===== src/rtl/alu_decode_stage_if.sv =====
// rtl/alu_decode_stage_if.sv - ALU op type and the decode stage handshake/data bundle.
// slave is the decode stage's view; master is the upstream/downstream driver's view.
package Types;
  typedef enum logic [2:0] {
    AluOp_ADD,
    AluOp_SUB,
    AluOp_SLT,
    AluOp_SLTU,
    AluOp_XOR,
    AluOp_OR,
    AluOp_AND
  } AluOp;
endpackage

interface alu_decode_stage_if #(
  parameter int DATA_WIDTH = 32,
  parameter int PC_WIDTH   = 32
);
  logic                  i_Valid;
  logic                  o_Ready;
  logic [31:0]           i_Instr;
  logic [PC_WIDTH-1:0]   i_PC;
  logic [DATA_WIDTH-1:0] i_Rs1Data;
  logic [DATA_WIDTH-1:0] i_Rs2Data;
  logic                  i_Flush;
  logic                  o_Valid;
  logic                  i_Ready;
  Types::AluOp           o_AluOp;
  logic [DATA_WIDTH-1:0] o_OperandA;
  logic [DATA_WIDTH-1:0] o_OperandB;
  logic [4:0]            o_Rd;
  logic                  o_RegWrite;
  logic                  o_Illegal;

  modport slave (
    input  i_Valid, i_Instr, i_PC, i_Rs1Data, i_Rs2Data, i_Flush, i_Ready,
    output o_Ready, o_Valid, o_AluOp, o_OperandA, o_OperandB, o_Rd, o_RegWrite, o_Illegal
  );

  modport master (
    output i_Valid, i_Instr, i_PC, i_Rs1Data, i_Rs2Data, i_Flush, i_Ready,
    input  o_Ready, o_Valid, o_AluOp, o_OperandA, o_OperandB, o_Rd, o_RegWrite, o_Illegal
  );
endinterface


===== src/rtl/alu_decode_stage.sv =====
// rtl/alu_decode_stage.sv - RV32I ALU-subset decoder feeding a one-entry valid/ready register.
// Only o_Ready is combinational (from i_Ready and the held valid bit).
module alu_decode_stage #(
  parameter int DATA_WIDTH = 32,
  parameter int PC_WIDTH   = 32
) (
  input logic              i_Clock,
  input logic              i_Reset,
  alu_decode_stage_if.slave bus
);
  import Types::*;

  localparam logic [6:0] OPC_OP    = 7'b0110011;
  localparam logic [6:0] OPC_OPIMM = 7'b0010011;
  localparam logic [6:0] OPC_LUI   = 7'b0110111;
  localparam logic [6:0] OPC_AUIPC = 7'b0010111;

  logic [6:0]            opcode;
  logic [4:0]            rd;
  logic [2:0]            funct3;
  logic [6:0]            funct7;
  logic [DATA_WIDTH-1:0] imm_i;
  logic [DATA_WIDTH-1:0] imm_u;
  logic [DATA_WIDTH-1:0] pc_ext;
  logic                  f3_ok;
  AluOp                  f3_op;

  logic                  dec_legal;
  AluOp                  dec_op;
  logic [DATA_WIDTH-1:0] dec_a;
  logic [DATA_WIDTH-1:0] dec_b;

  logic                  valid_q, valid_d;
  AluOp                  op_q, op_d;
  logic [DATA_WIDTH-1:0] a_q, a_d;
  logic [DATA_WIDTH-1:0] b_q, b_d;
  logic [4:0]            rd_q, rd_d;
  logic                  regwrite_q, regwrite_d;
  logic                  illegal_q, illegal_d;

  logic                  ready;
  logic                  load;
  logic                  unused_rs_fields;

  assign opcode = bus.i_Instr[6:0];
  assign rd     = bus.i_Instr[11:7];
  assign funct3 = bus.i_Instr[14:12];
  assign funct7 = bus.i_Instr[31:25];
  assign imm_i  = {{(DATA_WIDTH-11){bus.i_Instr[31]}}, bus.i_Instr[30:20]};
  assign imm_u  = {{(DATA_WIDTH-31){bus.i_Instr[31]}}, bus.i_Instr[30:12], 12'b0};
  assign unused_rs_fields = ^bus.i_Instr[24:15];

  always_comb begin
    pc_ext = '0;
    pc_ext[PC_WIDTH-1:0] = bus.i_PC;
  end

  // Shift encodings (001/101) are rejected because the ALU has no shifter.
  always_comb begin
    f3_ok = 1'b1;
    f3_op = AluOp_ADD;
    case (funct3)
      3'b000:  f3_op = AluOp_ADD;
      3'b010:  f3_op = AluOp_SLT;
      3'b011:  f3_op = AluOp_SLTU;
      3'b100:  f3_op = AluOp_XOR;
      3'b110:  f3_op = AluOp_OR;
      3'b111:  f3_op = AluOp_AND;
      default: f3_ok = 1'b0;
    endcase
  end

  always_comb begin
    dec_legal = 1'b0;
    dec_op    = AluOp_ADD;
    dec_a     = '0;
    dec_b     = '0;
    case (opcode)
      OPC_OP: begin
        if (f3_ok && (funct7 == 7'b0000000 ||
                      (funct7 == 7'b0100000 && funct3 == 3'b000))) begin
          dec_legal = 1'b1;
          dec_op    = funct7[5] ? AluOp_SUB : f3_op;
          dec_a     = bus.i_Rs1Data;
          dec_b     = bus.i_Rs2Data;
        end
      end
      OPC_OPIMM: begin
        if (f3_ok) begin
          dec_legal = 1'b1;
          dec_op    = f3_op;
          dec_a     = bus.i_Rs1Data;
          dec_b     = imm_i;
        end
      end
      OPC_LUI: begin
        dec_legal = 1'b1;
        dec_b     = imm_u;
      end
      OPC_AUIPC: begin
        dec_legal = 1'b1;
        dec_a     = pc_ext;
        dec_b     = imm_u;
      end
      default: dec_legal = 1'b0;
    endcase
  end

  assign ready = !valid_q || bus.i_Ready;
  assign load  = bus.i_Valid && ready;

  // Flush wins over both accept and consume; data fields may go stale.
  always_comb begin
    valid_d    = valid_q;
    op_d       = op_q;
    a_d        = a_q;
    b_d        = b_q;
    rd_d       = rd_q;
    regwrite_d = regwrite_q;
    illegal_d  = illegal_q;
    if (bus.i_Flush) begin
      valid_d    = 1'b0;
      regwrite_d = 1'b0;
      illegal_d  = 1'b0;
    end else if (load) begin
      valid_d    = 1'b1;
      op_d       = dec_op;
      a_d        = dec_a;
      b_d        = dec_b;
      rd_d       = rd;
      regwrite_d = dec_legal && (rd != 5'd0);
      illegal_d  = !dec_legal;
    end else if (bus.i_Ready) begin
      valid_d = 1'b0;
    end
  end

  always_ff @(posedge i_Clock or posedge i_Reset) begin
    if (i_Reset) begin
      valid_q    <= 1'b0;
      op_q       <= AluOp_ADD;
      a_q        <= '0;
      b_q        <= '0;
      rd_q       <= '0;
      regwrite_q <= 1'b0;
      illegal_q  <= 1'b0;
    end else begin
      valid_q    <= valid_d;
      op_q       <= op_d;
      a_q        <= a_d;
      b_q        <= b_d;
      rd_q       <= rd_d;
      regwrite_q <= regwrite_d;
      illegal_q  <= illegal_d;
    end
  end

  assign bus.o_Ready    = ready;
  assign bus.o_Valid    = valid_q;
  assign bus.o_AluOp    = op_q;
  assign bus.o_OperandA = a_q;
  assign bus.o_OperandB = b_q;
  assign bus.o_Rd       = rd_q;
  assign bus.o_RegWrite = regwrite_q;
  assign bus.o_Illegal  = illegal_q;
endmodule


===== src/flat_wrapper.sv =====
// flat-port wrapper written by rule: the top's interface ports become plain ports
module alu_decode_stage_flat import Types::*;
#(
  parameter int DATA_WIDTH = 32,
  parameter int PC_WIDTH   = 32
)
  (i_Clock, i_Reset, bus_i_Valid, bus_i_Instr, bus_i_PC, bus_i_Rs1Data, bus_i_Rs2Data, bus_i_Flush, bus_i_Ready, bus_o_Ready, bus_o_Valid, bus_o_AluOp, bus_o_OperandA, bus_o_OperandB, bus_o_Rd, bus_o_RegWrite, bus_o_Illegal);
  alu_decode_stage_if #(.DATA_WIDTH(DATA_WIDTH), .PC_WIDTH(PC_WIDTH)) bus_i ();
  input logic i_Clock;
  input logic i_Reset;
  input wire logic [$bits(bus_i.i_Valid)-1:0] bus_i_Valid;
  input wire logic [$bits(bus_i.i_Instr)-1:0] bus_i_Instr;
  input wire logic [$bits(bus_i.i_PC)-1:0] bus_i_PC;
  input wire logic [$bits(bus_i.i_Rs1Data)-1:0] bus_i_Rs1Data;
  input wire logic [$bits(bus_i.i_Rs2Data)-1:0] bus_i_Rs2Data;
  input wire logic [$bits(bus_i.i_Flush)-1:0] bus_i_Flush;
  input wire logic [$bits(bus_i.i_Ready)-1:0] bus_i_Ready;
  output wire logic [$bits(bus_i.o_Ready)-1:0] bus_o_Ready;
  output wire logic [$bits(bus_i.o_Valid)-1:0] bus_o_Valid;
  output wire logic [$bits(bus_i.o_AluOp)-1:0] bus_o_AluOp;
  output wire logic [$bits(bus_i.o_OperandA)-1:0] bus_o_OperandA;
  output wire logic [$bits(bus_i.o_OperandB)-1:0] bus_o_OperandB;
  output wire logic [$bits(bus_i.o_Rd)-1:0] bus_o_Rd;
  output wire logic [$bits(bus_i.o_RegWrite)-1:0] bus_o_RegWrite;
  output wire logic [$bits(bus_i.o_Illegal)-1:0] bus_o_Illegal;
  assign bus_i.i_Valid = bus_i_Valid;
  assign bus_i.i_Instr = bus_i_Instr;
  assign bus_i.i_PC = bus_i_PC;
  assign bus_i.i_Rs1Data = bus_i_Rs1Data;
  assign bus_i.i_Rs2Data = bus_i_Rs2Data;
  assign bus_i.i_Flush = bus_i_Flush;
  assign bus_i.i_Ready = bus_i_Ready;
  assign bus_o_Ready = bus_i.o_Ready;
  assign bus_o_Valid = bus_i.o_Valid;
  assign bus_o_AluOp = bus_i.o_AluOp;
  assign bus_o_OperandA = bus_i.o_OperandA;
  assign bus_o_OperandB = bus_i.o_OperandB;
  assign bus_o_Rd = bus_i.o_Rd;
  assign bus_o_RegWrite = bus_i.o_RegWrite;
  assign bus_o_Illegal = bus_i.o_Illegal;
  alu_decode_stage #(.DATA_WIDTH(DATA_WIDTH), .PC_WIDTH(PC_WIDTH)) u_core (.i_Clock(i_Clock), .i_Reset(i_Reset), .bus(bus_i));
endmodule

===== config.mk =====
export PLATFORM = sky130hd
export DESIGN_NAME = alu_decode_stage_flat
export DESIGN_NICKNAME = d
export VERILOG_FILES = /design/src/rtl/alu_decode_stage_if.sv /design/src/rtl/alu_decode_stage.sv /design/src/flat_wrapper.sv
export SDC_FILE = /design/constraint.sdc
export NUM_CORES = 1
export LEC_CHECK = 0
export BUFFER_PORTS_ARGS = -buffer_cell sky130_fd_sc_hd__buf_4
export CORE_MARGIN = 2
export CORE_UTILIZATION = 44
export DETAILED_ROUTE_END_ITERATION = 12
export GPL_ROUTABILITY_DRIVEN = 1
export PLACE_DENSITY = 0.8
export SETUP_SLACK_MARGIN = 0.3
export SYNTH_ARGS = -nofsm -noshare
export SYNTH_HDL_FRONTEND = slang
export SYNTH_SLANG_ARGS = --single-unit

===== constraint.sdc =====
create_clock -name i_Clock -period 3.25 [get_ports i_Clock]
set_input_delay 0.4875 -clock i_Clock [delete_from_list [all_inputs] [get_ports i_Clock]]
set_output_delay 0.4875 -clock i_Clock [all_outputs]
set_load 0.01 [all_outputs]

# == Yosys cells after proc, flatten, opt, wreduce, memory -nomap -nowiden ==
# Index checks and enable logic that the tools add are counted.
# W data, S select, Z words.
# op_classes
eq_ne,10
muxes,22
bitwise,1
n_reduce_logical,16
# ops
cell,n
$pmux W32 S3,2
$mux W32,4
$eq A7 B6 Y1 const B,3
$pmux W3 S5,1
$eq A7 B5 Y1 const B,2
$mux W1,10
$eq A3 B3 Y1 const B,3
$mux W3,3
$logic_not A7 Y1,1
$eq A3 B2 Y1 const B,2
$pmux W3 S2,1
$reduce_or A6 Y1,1
$reduce_bool A5 Y1,1
$logic_and A1 B1 Y1,4
$logic_not A3 Y1,1
$pmux W1 S3,1
$reduce_bool A3 Y1,1
$logic_not A1 Y1,2
$logic_or A1 B1 Y1,2
$reduce_and A2 Y1,1
$reduce_bool A2 Y1,1
$reduce_or A2 Y1,1
$not A1 Y1,1
# word_totals
reg_bits,75

# == Logic depth before layout (Yosys ltp) ==
# Gate-level depths: netlist of run 1.
# logic_depth
ltp_word,9
mapped_depth,8
depth_no_buf,4

# == Worst setup path after synthesis of run 1 ==
# No wires, ideal clock.
# synth_timing
path_kind,in2reg
startpoint,in bus_i_Ready
endpoint,reg u_core.b_q[10] (netlist: u_core.bus.o_OperandB[10])
setup_time_ns,0.126
t_arrival_ns,1.639
t_required_ns,3.124
setup_slack_ns,1.485
stages,7
cell_sequence,nand2b_1 -> buf_2 -> and4_4 -> buf_6 -> and2_1 -> buf_6 -> a221o_1
# synth_between
elab_chain_len,3
# synth_lines
item,line_no,source
start: declaration,flat_wrapper.sv:17,input wire logic [$bits(bus_i.i_Ready)-1:0] bus_i_Ready;
$logic_or A1 B1 Y1,alu_decode_stage.sv:109,assign ready = !valid_q || bus.i_Ready;
net bus_o_Ready,flat_wrapper.sv:18,output wire logic [$bits(bus_i.o_Ready)-1:0] bus_o_Ready;
$logic_and A1 B1 Y1,alu_decode_stage.sv:110,assign load = bus.i_Valid && ready;
$reduce_and A2 Y1 (no line),-,
end signal: assignment,alu_decode_stage.sv:143,b_q <= '0;
end signal: assignment,alu_decode_stage.sv:151,b_q <= b_d;
end: declaration,alu_decode_stage.sv:36,"logic [DATA_WIDTH-1:0] b_q, b_d;"
# The timed path passes the listed nets, and every way through them passes these cells.
# A chain may end at the register's enable or synchronous reset.

# == Worst setup path in the final report of run 1 ==
# layout_timing
startpoint,reg u_core.valid_q (netlist: u_core.bus.o_Valid)
endpoint,reg u_core.b_q[8] (netlist: u_core.bus.o_OperandB[8])
# layout_between
elab_chain_len,4
# layout_lines
item,line_no,source
start: declaration,alu_decode_stage.sv:33,"logic valid_q, valid_d;"
start signal: assignment,alu_decode_stage.sv:148,valid_q <= valid_d;
$logic_not A1 Y1,alu_decode_stage.sv:109,
$logic_or A1 B1 Y1,alu_decode_stage.sv:109,
$logic_and A1 B1 Y1,alu_decode_stage.sv:110,
$reduce_and A2 Y1 (no line),-,
# No other way between the ends.

==> results.sh, run 1 <==
export IMPL_die_area_mm2=0.00903
export IMPL_tightest_slew_ns=0.810
export IMPL_grt_overflow_total=0
export IMPL_drtIter0Drc=139
export IMPL_hp_class="input port to asynchronous set/reset pin"
export IMPL_cp_slowest_cell="and4_4"
export IMPL_drtAntennaViolNets=0
export IMPL_insertion_delay_ns=0.34
export IMPL_grt_pass1_wl_mm=17.7
export IMPL_cts_buffers=9
export IMPL_core_area_mm2=0.00813
export IMPL_holdBufCountCts=0
export IMPL_placed_cells=609
export IMPL_power_density_mw_per_mm2=377
export IMPL_postCtsSetupBuffers=0
export IMPL_place_congestion=0.860
export IMPL_maxSlewHeadroom_pct=46.0
export IMPL_yosysUniqueCellTypes=43
export IMPL_criticalPathCategory="flip-flop to flip-flop"
export IMPL_fmax_ghz=0.477
export IMPL_cp_slowest_stage_delay_ns=0.69
export IMPL_seqCellArea_mm2=0.00188
export IMPL_grt_use_total_pct=25.7
export IMPL_peakVddDrop_mv=0.204
export IMPL_cp_end_kind="flip-flop"
export IMPL_vias=3652
export IMPL_rows=33
export IMPL_syn_nets=453
export IMPL_port_buffers=208
export IMPL_dp_hpwl_mm=8.58
export IMPL_tns_ns=0
export IMPL_avgSynthCellArea_um2=11.4
export IMPL_critPathMaxFanout=53
export IMPL_maxSlewViolCount=0
export IMPL_startpoint_type="flip-flop"
export IMPL_area_growth_pct=49.1
export IMPL_start_util_pct=44.8
export IMPL_fin_crit_ns=2.10
export IMPL_synth_seq_area_share_pct=51.5
export IMPL_drv_cap=0
export IMPL_htreeDepth=3
export IMPL_cts_sinks=75
export IMPL_final_cell_mix="buf_4 (214), dfrtp_1 (75), a21oi_1 (41)"
export IMPL_firstDrtPassIters=5
export IMPL_synth_area_mm2=0.00365
export IMPL_antenna_found_initial=0
export IMPL_min_period_over_period_pct=64.5
export IMPL_viasPerCell=5.85
export IMPL_cts_tree="done"
export IMPL_setup_viol=0
export IMPL_arrival_ns=2.37
export IMPL_grt_max_degree=54
export IMPL_leakage_nw=2.94
export IMPL_grt_pass1_vias=3581
export IMPL_synth_seq_cells=75
export IMPL_required_ns=3.52
export IMPL_post_cts_resized=0
export IMPL_wire_per_inst_um=18.9
export IMPL_final_layout_size_suffix_gt1_share_pct=47.8
export IMPL_fillCellCount=657
export IMPL_dieHeight_um=95.0
export IMPL_outcome="complete, no violations"
export IMPL_finClkSkew_ns=0.00768
export IMPL_cp_cell_sequence="nand2b_1, and4_4, and3_1, a221o_1"
export IMPL_die_x_um=95.0
export IMPL_multi_input_area_mm2=0.00157
export IMPL_yosys_warnings=0
export IMPL_antenna_cells=0
export IMPL_cts_max_path_buffers=2
export IMPL_synth_cells=320
export IMPL_cts_root_buf="clkbuf_8"
export IMPL_nets=648
export IMPL_hold_violations=0
export IMPL_fin_cells=624
export IMPL_drc=0
export IMPL_totalWireLength_mm=11.8
export IMPL_clkTransAtPathRegs_ns=0.08
export IMPL_rsz0062_at_grt="false"
export IMPL_final_common_cell="buf_4"
export IMPL_num_io_pins=209
-- cells by family after synthesis --
family,after synthesis,synth area share (%)
simple gates,48,8.75
buf+inv,37,5.87
mux,5,1.54
compound gates,154,32.1
flops,75,51.5
xor+xnor,1,0.240
-- per-layer routing --
metal | share of wire, % | vias to the layer above | track usage, %
li1 | - | 1643 | -
met2 | 50 | 190 | 44.3
met1 | 38 | 1806 | 31.5
met3 | 10 | 13 | 7.43
met4 | 1.5 | 0 | 7.13
met5 | 0 | - | 0
-- per-stage QoR --
step | area [µm²] | hold slack, ns | worst slack [ns] | util (%) | power (W)
floorplan | 3650 | 0.511 | 0.853 | - | 0.00108
global placement | 5220 | 0.465 | 1.05 | 64.2 | 0.00127
detailed placement | 5220 | 0.463 | 0.996 | 64.2 | 0.00128
CTS | 5440 | 0.291 | 1.17 | 66.9 | 0.00206
global route | 5440 | 0.323 | 1.04 | 66.9 | 0.00212
finish | 5440 | 0.274 | 1.15 | 66.9 | 0.00205
-- path summary, 6_finish.rpt --
path                            cells past startpoint                         to             startpoint  slack, ns
min in group i_Clock                                2         u_core.bus.o_Valid            bus_i_Flush       0.33
worst max-delay path                                4   u_core.bus.o_OperandB[8]     u_core.bus.o_Valid       1.15
worst max register to register                      4   u_core.bus.o_OperandB[8]     u_core.bus.o_Valid       1.15
max in group asynchronous                           3   u_core.bus.o_OperandB[6]                i_Reset       2.28
worst min-delay path                                2  u_core.bus.o_OperandA[10]                i_Reset       0.27
worst min register to register                      2      u_core.bus.o_AluOp[1]  u_core.bus.o_AluOp[1]       0.48
-- Yosys cell counts, drive strengths merged --
| master | count | area, µm² |
|---|---|---|
| a32o | 32 | 320 |
| a31oi | 3 | 18.8 |
| a221o | 10 | 100 |
| nand3b | 2 | 15.0 |
| nand2 | 8 | 30.0 |
| and4 | 1 | 11.3 |
| or2 | 1 | 8.76 |
| clkbuf | 8 | 31.3 |
| a32oi | 21 | 184 |
| nor3 | 4 | 42.5 |
| nand3 | 2 | 10.0 |
| o21a | 1 | 7.51 |
| a21oi | 42 | 214 |
| and2 | 11 | 68.8 |
| o41ai | 1 | 8.76 |
| nor4b | 1 | 15.0 |
| o31ai | 3 | 22.5 |
| and3 | 2 | 12.5 |
| or4 | 1 | 7.51 |
| nand2b | 2 | 12.5 |
| and3b | 1 | 8.76 |
| nor2b | 3 | 23.8 |
| dfrtp | 75 | 1880 |
| o21ai | 7 | 35.0 |
| nand4 | 1 | 6.26 |
| nand4b | 1 | 8.76 |
| inv | 6 | 22.5 |
| xor2 | 1 | 8.76 |
| o31a | 1 | 8.76 |
| o41a | 1 | 11.3 |
| mux2 | 5 | 56.3 |
| a21o | 32 | 240 |
| nor4 | 2 | 18.8 |
| buf | 23 | 160 |
| nor2 | 5 | 18.8 |
-- worst max-delay path, delay by kind of cell, from the launching register on --
kind,cells,cell delay (ns)
AO/OA/AOI/OAI,1,0.25
flip-flops,1,0.38
AND/OR/NAND/NOR,3,1.39
-- layout make-up --
class | count | share of cell area [%]
sequential | 75 | 34.5
timing repair buffer | 215 | 29.9
multi-input combinational | 208 | 28.8
clock buffer | 10 | 2.53
tap | 105 | 2.42
clock inverter | 5 | 1.43
inverter | 6 | 0.414
-- flip-flops by register name, indices dropped and copies added (netlist names) --
register,count
u_core.bus.o_Illegal,1
u_core.bus.o_AluOp,3
u_core.bus.o_Valid,1
u_core.bus.o_RegWrite,1
u_core.bus.o_Rd,5
u_core.bus.o_OperandA,32
u_core.bus.o_OperandB,32
-- power by group --
group          switching (W)  internal, W  leakage, nW  total (W)
combinational       0.000136     0.000160         1.80   0.000297
sequential         0.0000112     0.000952         1.03   0.000963
clock               0.000343     0.000447        0.108   0.000789
total               0.000490      0.00156         2.94    0.00205
(Power assumes the default switching activity.)
==> run 2, diff against run 1 <==
Settings changed: CORE_UTILIZATION 44 to 40, PLACE_DENSITY 0.8 to 0.77.
Clock period 3.25 ns to 1.9 ns, I/O delays scaled along.
==> results.sh, run 2 (synthesis gave the netlist of run 1 again) <==
export IMPL_outcome="complete, no violations"
export IMPL_grt_pass1_vias=3779
export IMPL_finish_utilization_pct=65.2
export IMPL_cp_end_kind="flip-flop"
export IMPL_start_util_pct=41.6
export IMPL_area_growth_pct=56.7
export IMPL_leakage_nw=3.06
export IMPL_viasPerCell=5.75
export IMPL_hold_ws_ns=0.117
export IMPL_drtIter0Drc=199
export IMPL_cts_buffers=9
export IMPL_finClkSkew_ns=0.0116
export IMPL_cts_sinks=75
export IMPL_place_congestion=0.866
export IMPL_arrival_ns=1.81
export IMPL_die_x_um=99.5
export IMPL_grt_use_total_pct=23.7
export IMPL_totalWireLength_mm=12.5
export IMPL_layout_setup_ws_ns=0.371
export IMPL_insertion_delay_ns=0.34
export IMPL_dieHeight_um=99.5
export IMPL_cts_root_buf="clkbuf_8"
export IMPL_hold_violations=0
export IMPL_criticalPathCategory="flip-flop to flip-flop"
export IMPL_drtAntennaViolNets=0
export IMPL_maxSlewViolCount=0
export IMPL_maxSlewHeadroom_pct=62.9
export IMPL_antenna_found_initial=0
export IMPL_final_cell_mix="buf_4 (220), dfrtp_1 (75), a21oi_1 (41)"
export IMPL_fin_crit_ns=1.53
export IMPL_drv_cap=0
export IMPL_antenna_cells=0
export IMPL_nets=665
export IMPL_peakVddDrop_mv=0.349
export IMPL_power_density_mw_per_mm2=615
export IMPL_fmax_ghz=0.654
export IMPL_critPathMaxFanout=16
export IMPL_grt_overflow_total=0
export IMPL_startpoint_type="flip-flop"
export IMPL_tns_ns=0
export IMPL_firstDrtPassIters=6
export IMPL_min_period_over_period_pct=80.5
export IMPL_grt_pass1_wl_mm=18.6
export IMPL_htreeDepth=3
export IMPL_cts_tree="done"
export IMPL_final_layout_size_suffix_gt1_share_pct=49.0
export IMPL_die_area_mm2=0.00989
export IMPL_vias=3706
export IMPL_clkTransAtPathRegs_ns=0.08
export IMPL_setup_viol=0
export IMPL_pre_cts_slack_ns=0.0469
export IMPL_cts_max_path_buffers=2
export IMPL_hp_class="input port to flip-flop"
export IMPL_rsz0062_at_grt="true"
export IMPL_rows=34
export IMPL_num_io_pins=209
export IMPL_dp_hpwl_mm=9.00
export IMPL_grt_max_degree=43
export IMPL_required_ns=2.18
export IMPL_rrSetupSlack_ns=0.37
export IMPL_final_common_cell="buf_4"
export IMPL_drc=0
export IMPL_finalPower_w=0.00351
export IMPL_wire_per_inst_um=19.3
export IMPL_core_area_mm2=0.00876
export IMPL_port_buffers=208
export IMPL_tightest_slew_ns=0.556
-- run 2: changes by cell type in the layout (fill, tap and decap cells not counted), sizes merged --
| cell | before | now |
|---|---|---|
| clkbuf | 10 | 14 |
| inv | 6 | 5 |
| clkinvlp | 1 | 2 |
| buf | 215 | 228 |
| dlygate4sd3 | 0 | 1 |
-- run 2: area by class of cell --
cell class / count / area, µm²
Fill cell: 703 / 3050
Multi-Input combinational cell: 208 / 1580
Tap cell: 108 / 135
Clock buffer: 11 / 131
Sequential cell: 75 / 1880
Clock inverter: 5 / 77.6
Timing Repair Buffer: 232 / 1890
Inverter: 6 / 26.3
-- run 2: path summary, 6_finish.rpt --
| path | startpoint | end | cells past startpoint |
|---|---|---|---|
| min reg2reg | u_core.bus.o_OperandB[0] | u_core.bus.o_OperandB[0] | 2 |
| max | u_core.bus.o_Valid | u_core.bus.o_OperandA[26] | 7 |
| min in group asynchronous | i_Reset | u_core.bus.o_Rd[2] | 3 |
| max reg2reg | u_core.bus.o_Valid | u_core.bus.o_OperandA[26] | 7 |
| max in group asynchronous | i_Reset | u_core.bus.o_Rd[3] | 4 |
| min | bus_i_Flush | u_core.bus.o_Valid | 2 |
-- run 2: routing by layer --
layer | GRT usage (%) | wire length [µm] | vias up
met2 | 39.2 | 6100 | 206
met3 | 6.75 | 1170 | 21
met5 | 0 | 0 | -
li1 | - | - | 1682
met4 | 8.96 | 260 | 0
met1 | 29.6 | 4930 | 1797
-- run 2: timing repair --
| item | 4_1_cts | 5_1_grt |
|---|---|---|
| cloned | 0 | 3 |
| gates resized for setup | 1 | 2 |
| setup endpoints to repair | 19 | 31 |
| hold buffers | 1 | 0 |
| hold endpoints to repair | 6 | 0 |
| buffers inserted | 0 | 4 |
-- run 2: where the power goes --
group	internal, W	total [W]	switching [W]
registers	0.00163	0.00165	0.0000197
logic	0.000300	0.000541	0.000242
clock network	0.000737	0.00132	0.000587
total	0.00267	0.00351	0.000848
-- run 2: worst max-delay path: stages (launching register included) --
cell,delay (ns)
dfrtp_1,0.38
nand2b_1,0.11
buf_6,0.13
nand4_1,0.17
nor3_4,0.24
buf_12,0.15
clkbuf_16,0.17
a21o_1,0.12
-- run 2: per-stage QoR --
step	area, µm²	instances
global route	5710	645
detailed placement	5360	621
global placement	5360	621
finish	5710	645
floorplan	3650	320
CTS	5590	638
==> run 3, diff against run 2 <==
Settings changed: CORE_UTILIZATION 40 to 44, PLACE_DENSITY 0.77 to 0.8.
Clock period 1.9 ns to 1.5 ns, I/O delays scaled along.
==> results.sh, run 3 (synthesis gave the netlist of run 1 again) <==
export IMPL_outcome="finished with violations"
export IMPL_violations="hold timing"
export IMPL_final_common_cell="buf_4"
export IMPL_finish_utilization_pct=72.1
export IMPL_grt_pass1_wl_mm=18.1
export IMPL_cp_startpoint="u_core.bus.o_Valid"
export IMPL_leakage_nw=3.14
export IMPL_drc=0
export IMPL_setup_viol=0
export IMPL_port_buffers=208
export IMPL_pwr_share_comb_pct=15.3
export IMPL_cp_slowest_stage_delay_ns=0.39
export IMPL_nets=674
export IMPL_peakVddDrop_mv=0.620
export IMPL_viasPerCell=5.87
export IMPL_drtAntennaViolNets=0
export IMPL_area_growth_pct=60.8
export IMPL_die_x_um=95.0
export IMPL_grt_use_total_pct=25.8
export IMPL_grt_pass1_vias=3725
export IMPL_tightest_slew_ns=0.540
export IMPL_dieHeight_um=95.0
export IMPL_grt_overflow_total=0
export IMPL_layout_setup_ws_ns=0.0714
export IMPL_power_switching_w=0.00113
export IMPL_drtIter0Drc=135
export IMPL_required_ns=1.27
export IMPL_pre_cts_slack_ns=-0.102
export IMPL_finClkSkew_ns=0.00479
export IMPL_start_util_pct=44.8
export IMPL_maxSlewViolCount=0
export IMPL_power_density_mw_per_mm2=801
export IMPL_startpoint_type="flip-flop"
export IMPL_totalWireLength_mm=12.1
export IMPL_path_common_cell="buf_4"
export IMPL_die_area_mm2=0.00903
export IMPL_hold_violations=1
export IMPL_final_cell_mix="buf_4 (229), dfrtp_1 (75), a21oi_1 (41)"
export IMPL_cp_end_kind="primary output"
export IMPL_regToRegStartpoint="u_core.bus.o_Valid"
export IMPL_maxSlewHeadroom_pct=64.0
export IMPL_cts_sinks=75
export IMPL_cts_tree="done"
export IMPL_vias=3821
export IMPL_antenna_cells=0
export IMPL_cp_cell_sequence="nand2b_4, buf_4, buf_6, buf_4"
export IMPL_sw_frac_of_total_pct=24.2
export IMPL_firstDrtPassIters=4
export IMPL_cp_top_family="flip-flops"
export IMPL_cts_root_buf="clkbuf_8"
export IMPL_cts_buffers=9
export IMPL_grt_max_degree=44
export IMPL_cts_max_path_buffers=2
export IMPL_cp_slowest_cell="dfrtp_1"
export IMPL_place_congestion=0.827
export IMPL_antenna_found_initial=0
export IMPL_hold_ws_ns=-0.000229
export IMPL_rsz0062_at_grt="true"
export IMPL_arrival_ns=1.20
export IMPL_htreeDepth=3
export IMPL_wire_per_inst_um=18.6
export IMPL_min_period_over_period_pct=95.2
export IMPL_tns_ns=0
export IMPL_num_io_pins=209
export IMPL_core_area_mm2=0.00813
export IMPL_drv_cap=0
export IMPL_seq_power_share_pct=44.5
export IMPL_fin_crit_ns=1.43
export IMPL_path_buf_inv=3
export IMPL_fmax_ghz=0.700
export IMPL_hp_class="input port to asynchronous set/reset pin"
export IMPL_dp_hpwl_mm=8.71
export IMPL_rows=33
export IMPL_clkTransAtPathRegs_ns=0.08
export IMPL_critPathMaxFanout=5
export IMPL_final_layout_size_suffix_gt1_share_pct=52.4
export IMPL_p_int_w=0.00356
export IMPL_clkPwrFrac_pct=40.3
export IMPL_insertion_delay_ns=0.35
export IMPL_criticalPathCategory="flip-flop to primary output"
==> run 3: through the flow <==
| stage | total power [W] | instance area (µm²) | instances |
|---|---|---|---|
| 4_1_cts | 0.00470 | 5800 | 648 |
| 3_3_place_gp | 0.00280 | 5460 | 627 |
| 3_5_place_dp | 0.00281 | 5460 | 627 |
| 2_1_floorplan | 0.00237 | 3760 | 320 |
| 5_1_grt | 0.00484 | 5860 | 651 |
| 6_report | 0.00469 | 5860 | 651 |
==> run 3: timing repair <==
action                                  CTS  global route
hold buffers                              0             0
hold endpoints to repair                  0             0
setup buffers                             5             3
gates resized for setup                   9             9
pin swaps                                 8             4
endpoints found under the setup margin   74            75
==> run 3: path summary, 6_finish.rpt <==
path / endpoint / slack [ns] / depth (start not counted)
max: bus_o_Ready / 0.07 / 4
max in group asynchronous: u_core.bus.o_AluOp[0] / 1.09 / 3
min reg2reg: u_core.bus.o_Rd[3] / 0.51 / 1
min in group i_Clock: u_core.bus.o_Valid / 0.05 / 2
min: u_core.bus.o_OperandA[14] / -0.0002 / 3
max reg2reg: u_core.bus.o_OperandB[5] / 0.08 / 5
==> run 3: metal layers <==
layer | part of all wire [%] | global-route usage [%] | up-vias | wire length (µm)
li1 | - | - | 1700 | -
met1 | 37 | 30.9 | 1863 | 4460
met2 | 51 | 44.6 | 231 | 6200
met3 | 9.9 | 6.64 | 27 | 1200
met4 | 2.2 | 10.1 | 0 | 262
met5 | 0 | 0 | - | 0
==> run 3: final cells by class <==
cell class / count / area (µm²)
Timing Repair Buffer: 241 / 1920
Sequential cell: 75 / 1880
Clock buffer: 9 / 124
Inverter: 6 / 26.3
Multi-Input combinational cell: 208 / 1670
Fill cell: 555 / 2270
Clock inverter: 7 / 116
Tap cell: 105 / 131
==> run 3: worst reg2reg max path, delay by kind of cell, from the launching register on <==
family                 cells  cell delay [ns]
AO/OA/AOI/OAI              1             0.28
buffers and inverters      1             0.19
flip-flops                 1             0.41
AND/OR/NAND/NOR            3             0.43
==> run 3: power groups by stage <==
stage               clock network [W]  logic (W)  registers [W]
floorplan                           0   0.000221        0.00214
global placement                    0   0.000673        0.00212
detailed placement                  0   0.000684        0.00213
CTS                           0.00191   0.000703        0.00209
global route                  0.00199   0.000765        0.00209
finish                        0.00189   0.000717        0.00209
